<file path="config.mk">
export PLATFORM = sky130hd
export DESIGN_NAME = mem_copy_dma
export DESIGN_NICKNAME = d
export VERILOG_FILES = /design/src/rtl/mem_copy_dma.sv
export SDC_FILE = /design/constraint.sdc
export NUM_CORES = 1
export LEC_CHECK = 0
export CORE_MARGIN = 3
export CORE_UTILIZATION = 37
export DETAILED_ROUTE_END_ITERATION = 10
export SYNTH_ARGS = -nofsm -noshare
export SYNTH_HDL_FRONTEND = slang
export SYNTH_SLANG_ARGS = --single-unit
</file>
<file path="constraint.sdc">
create_clock -name Clock -period 10 [get_ports Clock]
set_input_delay 2 -clock Clock [delete_from_list [all_inputs] [get_ports Clock]]
set_output_delay 2 -clock Clock [all_outputs]
set_load 0.03 [all_outputs]
</file>
<file path="src/rtl/mem_copy_dma.sv">
// Word-by-word memory copy / fill engine driving a single-port RAM with combinational read.
// One command at a time: copy alternates READ/WRITE per word, fill issues back-to-back WRITEs.
module mem_copy_dma #(
   parameter int unsigned ADDR_WIDTH = 14,
   parameter int unsigned DATA_WIDTH = 32
) (
   input  logic                  Clock,
   input  logic                  Reset_n,
   input  logic                  Start,
   input  logic                  Mode,
   input  logic [ADDR_WIDTH-1:0] SrcAddr,
   input  logic [ADDR_WIDTH-1:0] DstAddr,
   input  logic [ADDR_WIDTH-1:0] Length,
   input  logic [DATA_WIDTH-1:0] Pattern,
   output logic                  Busy,
   output logic                  Done,
   output logic [ADDR_WIDTH-1:0] MemAddress,
   output logic                  MemWrite,
   output logic [DATA_WIDTH-1:0] MemWriteData,
   input  logic [DATA_WIDTH-1:0] MemReadData
);

   typedef enum logic [1:0] {StIdle, StRead, StWrite, StDone} state_e;

   state_e                state_q, state_d;
   logic                  mode_q;
   logic [ADDR_WIDTH-1:0] src_q, dst_q, len_q, cnt_q;
   logic [DATA_WIDTH-1:0] pat_q, data_q;
   logic [ADDR_WIDTH-1:0] cnt_inc;
   logic                  last_word;

   // cnt_q never exceeds Length-1, so the increment cannot wrap even at maximum Length.
   assign cnt_inc   = cnt_q + ADDR_WIDTH'(1);
   assign last_word = (cnt_inc == len_q);

   always_ff @(posedge Clock) begin
      if (!Reset_n) begin
         state_q <= StIdle;
      end else begin
         state_q <= state_d;
      end
   end

   always_ff @(posedge Clock) begin
      if (!Reset_n) begin
         mode_q <= 1'b0;
         src_q  <= '0;
         dst_q  <= '0;
         len_q  <= '0;
         pat_q  <= '0;
         cnt_q  <= '0;
         data_q <= '0;
      end else begin
         if (state_q == StIdle && Start) begin
            mode_q <= Mode;
            src_q  <= SrcAddr;
            dst_q  <= DstAddr;
            len_q  <= Length;
            pat_q  <= Pattern;
            cnt_q  <= '0;
         end
         if (state_q == StRead) begin
            data_q <= MemReadData;
         end
         if (state_q == StWrite) begin
            cnt_q <= cnt_inc;
         end
      end
   end

   always_comb begin
      state_d = state_q;
      unique case (state_q)
         StIdle: begin
            if (Start) begin
               if (Length == '0) begin
                  state_d = StDone;
               end else if (Mode) begin
                  state_d = StWrite;
               end else begin
                  state_d = StRead;
               end
            end
         end
         StRead:  state_d = StWrite;
         StWrite: begin
            if (last_word) begin
               state_d = StDone;
            end else if (mode_q) begin
               state_d = StWrite;
            end else begin
               state_d = StRead;
            end
         end
         StDone:  state_d = StIdle;
         default: state_d = StIdle;
      endcase
   end

   always_comb begin
      Busy         = 1'b0;
      Done         = 1'b0;
      MemAddress   = '0;
      MemWrite     = 1'b0;
      MemWriteData = '0;
      unique case (state_q)
         StIdle: ;
         StRead: begin
            Busy       = 1'b1;
            MemAddress = src_q + cnt_q;
         end
         StWrite: begin
            Busy         = 1'b1;
            MemAddress   = dst_q + cnt_q;
            MemWrite     = 1'b1;
            MemWriteData = mode_q ? pat_q : data_q;
         end
         StDone: begin
            Busy = 1'b1;
            Done = 1'b1;
         end
         default: ;
      endcase
   end

endmodule
</file>
==> key figures <==
Status
  • Status: complete, no violations

Yosys
  • Number of distinct library cells after synthesis: 55
  • Top_reg_cell synth: dfxtp_1
  • Post-synth EDFFs: 0
  • Seq cells post-synth: 123
  • Post-Synthesis Mean Instance Area: 8.37 um2
  • Post-synth ARST share: 0%
  • Synth top area cells: dfxtp_1, mux2i_1, nand2_1
  • Post-synth top area share: 37.0%
  • Yosys warning count: 0
  • Seq/Total Area, Yosys: 37.0%
  • Post-Syn Nets: 926
  • Synthesized area: 0.00666 mm2
  • Mapped Cells: 796
  • Leading area contributor after synthesis: dfxtp_1

Worst setup path
  • Slowest CP cell: clkdlybuf4s50_1
  • Worst setup SP type: flip-flop
  • Bufs and invs on worst path: 3
  • Req. time, crit path: 8.00 ns
  • Crit-path leading delay family: buffers and inverters
  • CP max stage delay: 0.74 ns
  • Worst EP arrival: 4.24 ns
  • CP Class: reg -> out
  • CP Max Fanout: 32
  • Crit. End Element: output port
  • CP Cell Sequence: inv_1, ha_1, buf_4, mux2_2, ha_1, fa_1, a21o_1, a21oi_1, o21ai_0, a31oi_1, o21ai_0, o311ai_0, clkdlybuf4s50_1

Final layout
  • Syn-to-layout area delta: 34.6%
  • Nets: 1058
  • Fin util: 51.3%
  • Layout cells sized above 1: 7.86%
  • Most frequent cells in the layout: nand2_1, clkdlybuf4s50_1, dfxtp_1, a21boi_0, mux2i_1
  • Most common cell after layout, fill and taps aside: nand2_1
  • FF+latch area: 0.00246 mm2
  • Antenna cells: 0
  • Multi-input logic area: 0.00395 mm2
  • Layout fillers: 1733

Routing
  • Post-Route WL: 18900 um
  • Routed WL per cell: 16.2 um
  • Via density: 5.03
  • Vias: 5869
  • First-pass iteration count of the detailed router: 5
  • Post-DRT Antenna Nets: 0
  • DR iter-0 viols: 303
  • DRC: 0

Clock tree
  • CTS Sinks: 123
  • Max Buffers Root-to-Sink: 2
  • CTS resizes: 0
  • Latest clock arrival within the worst-skew pair: 0.41 ns
  • CTS tree: built
  • Hold_buf cts: 0
  • Total setup buffers inserted after CTS: 0
  • H-tree levels: 4
  • Clk Tree Root Cell: clkbuf_16
  • TritonCTS Buffers: 17
  • Clock Pin Slew Worst Setup and Hold Paths: 0.06 ns

Hold path
  • Worst hold-check path type: reg -> reg

Placed design
  • IO buf count: 158
  • Worst slack at placement: 4.19 ns
  • Dpl hpwl: 13100 um
  • GPL Wtd Cong: 0.818

Floorplanning
  • Core Footprint: 0.0175 mm2
  • Die height: 140 um
  • Area of the die: 0.0197 mm2
  • Initial Util: 38.1%
  • Boundary Pins: 159
  • Die width: 140 um
  • # rows: 48

Timing
  • Worst slew margin: 34.3%
  • Worst slew pin tran: 0.985 ns
  • Final Max Slew Viols: 0
  • Final worst slack: 3.76 ns
  • Period utilization: 62.4%
  • Max Freq: 160 MHz
  • Setup tns final: 0 ns
  • Hold slack final: 0.465 ns
  • RSZ-0062 raised after global routing: false
  • Endpoints failing setup: 0
  • Clk_skew: 0.0103 ns
  • Final Hold Fails: 0
  • Tmin final: 6.24 ns

GRT
  • Largest net degree at the start of global routing: 111
  • Initial antenna violation count: 0
  • First-pass GRT wire length: 30800 um
  • Total GRT Usage: 19.4%
  • GRT overflow: 0
  • Vias in the first global route: 5728

Power
  • Peak VDD IR: 0.144 mV
  • Internal cell power: 1.20 mW
  • Clock share of power: 34.3%
  • Switching pwr: 621 uW
  • Combinational Power Share: 31.7%
  • Flop pwr share: 34.0%
  • Switching share of power: 34.1%
  • P per Cell Area: 203 mW/mm2
  • Leak: 3.27 nW

Run
  • Max cap viols: 0
cell usage after synthesis, types with 12 or more instances:
library cell and instances:
mux2i_1 66, a21boi_0 78, a31oi_1 13, dfxtp_1 123, ha_1 19, xnor2_1 14, and2_1 13, buf_1 13
nand2_1 171, clkbuf_1 35, nor2b_1 37, mux2_2 16, inv_1 12, o21ai_0 22, nor2_1 57
cell type report:
type                       count  area share (%)
clock buffer                  20            5.20
clock inverter                12            1.51
inverter                      13           0.544
multi-input combinational    608            44.0
sequential                   123            27.5
tap                          225            3.14
timing repair buffer         165            18.2
worst reg2reg max path, stage by stage, from the launching register on:
cell and delay, ns:
dfxtp_1 0.34, inv_1 0.11, ha_1 0.21, and2_2 0.43, buf_4 0.60, nor2_1 0.32
o21ai_0 0.23, o31ai_1 0.09, and2_1 0.17
power groups by stage:
stage                     sequential, mW  combinational (mW)  clock, mW
after CTS                          0.619               0.586      0.636
after floorplan                    0.610               0.411          0
after global routing               0.629               0.642      0.661
after global placement             0.629               0.581          0
final                              0.619               0.577      0.625
after detailed placement           0.628               0.583          0
final timing paths:
check	startpoint	end	slack [ns]	depth (start not counted)
worst max-delay path	state_q[0]	MemAddress[12]	3.76	13
worst min-delay path	dst_q[7]	dst_q[7]	0.47	2
worst max register to register	state_q[0]	cnt_q[3]	7.40	8
worst min register to register	dst_q[7]	dst_q[7]	0.47	2
state kept, by name (all words and copies together) (netlist names):
name,flops
data_q,32
pat_q,32
cnt_q,14
dst_q,14
len_q,14
src_q,14
state_q,2
mode_q,1
logic make-up (layout without fill, tap and decap cells):
family	count (synthesis)	after routing	share of synthesized area, %
AOI/OAI and AO/OA	154	154	16.8
adders and majority gates	20	20	3.87
buffers and inverters	65	210	3.92
xor gates and xnor gates	24	24	3.15
and+or+nand+nor	328	328	22.7
muxes	82	82	12.6
DFF	123	123	37.0
through the flow:
| step | power [mW] | cell area [um2] | std cells |
|---|---|---|---|
| 3_3_place_gp | 1.21 | 8370 | 1134 |
| 3_5_place_dp | 1.21 | 8370 | 1134 |
| 4_1_cts | 1.84 | 8970 | 1166 |
| 2_1_floorplan | 1.02 | 6660 | 796 |
| 6_report | 1.82 | 8970 | 1166 |
| 5_1_grt | 1.93 | 8970 | 1166 |
metal layers:
layer	global-route usage [%]	up-vias	wire length [um]	part of all wire [%]
li1	-	2986	-	-
met4	5.00	0	240	1.3
met1	26.6	2719	8970	47
met3	7.10	17	1410	7.5
met2	29.1	147	8270	44
met5	0	-	0	0
Note: power is estimated with default switching activity, not from simulation.
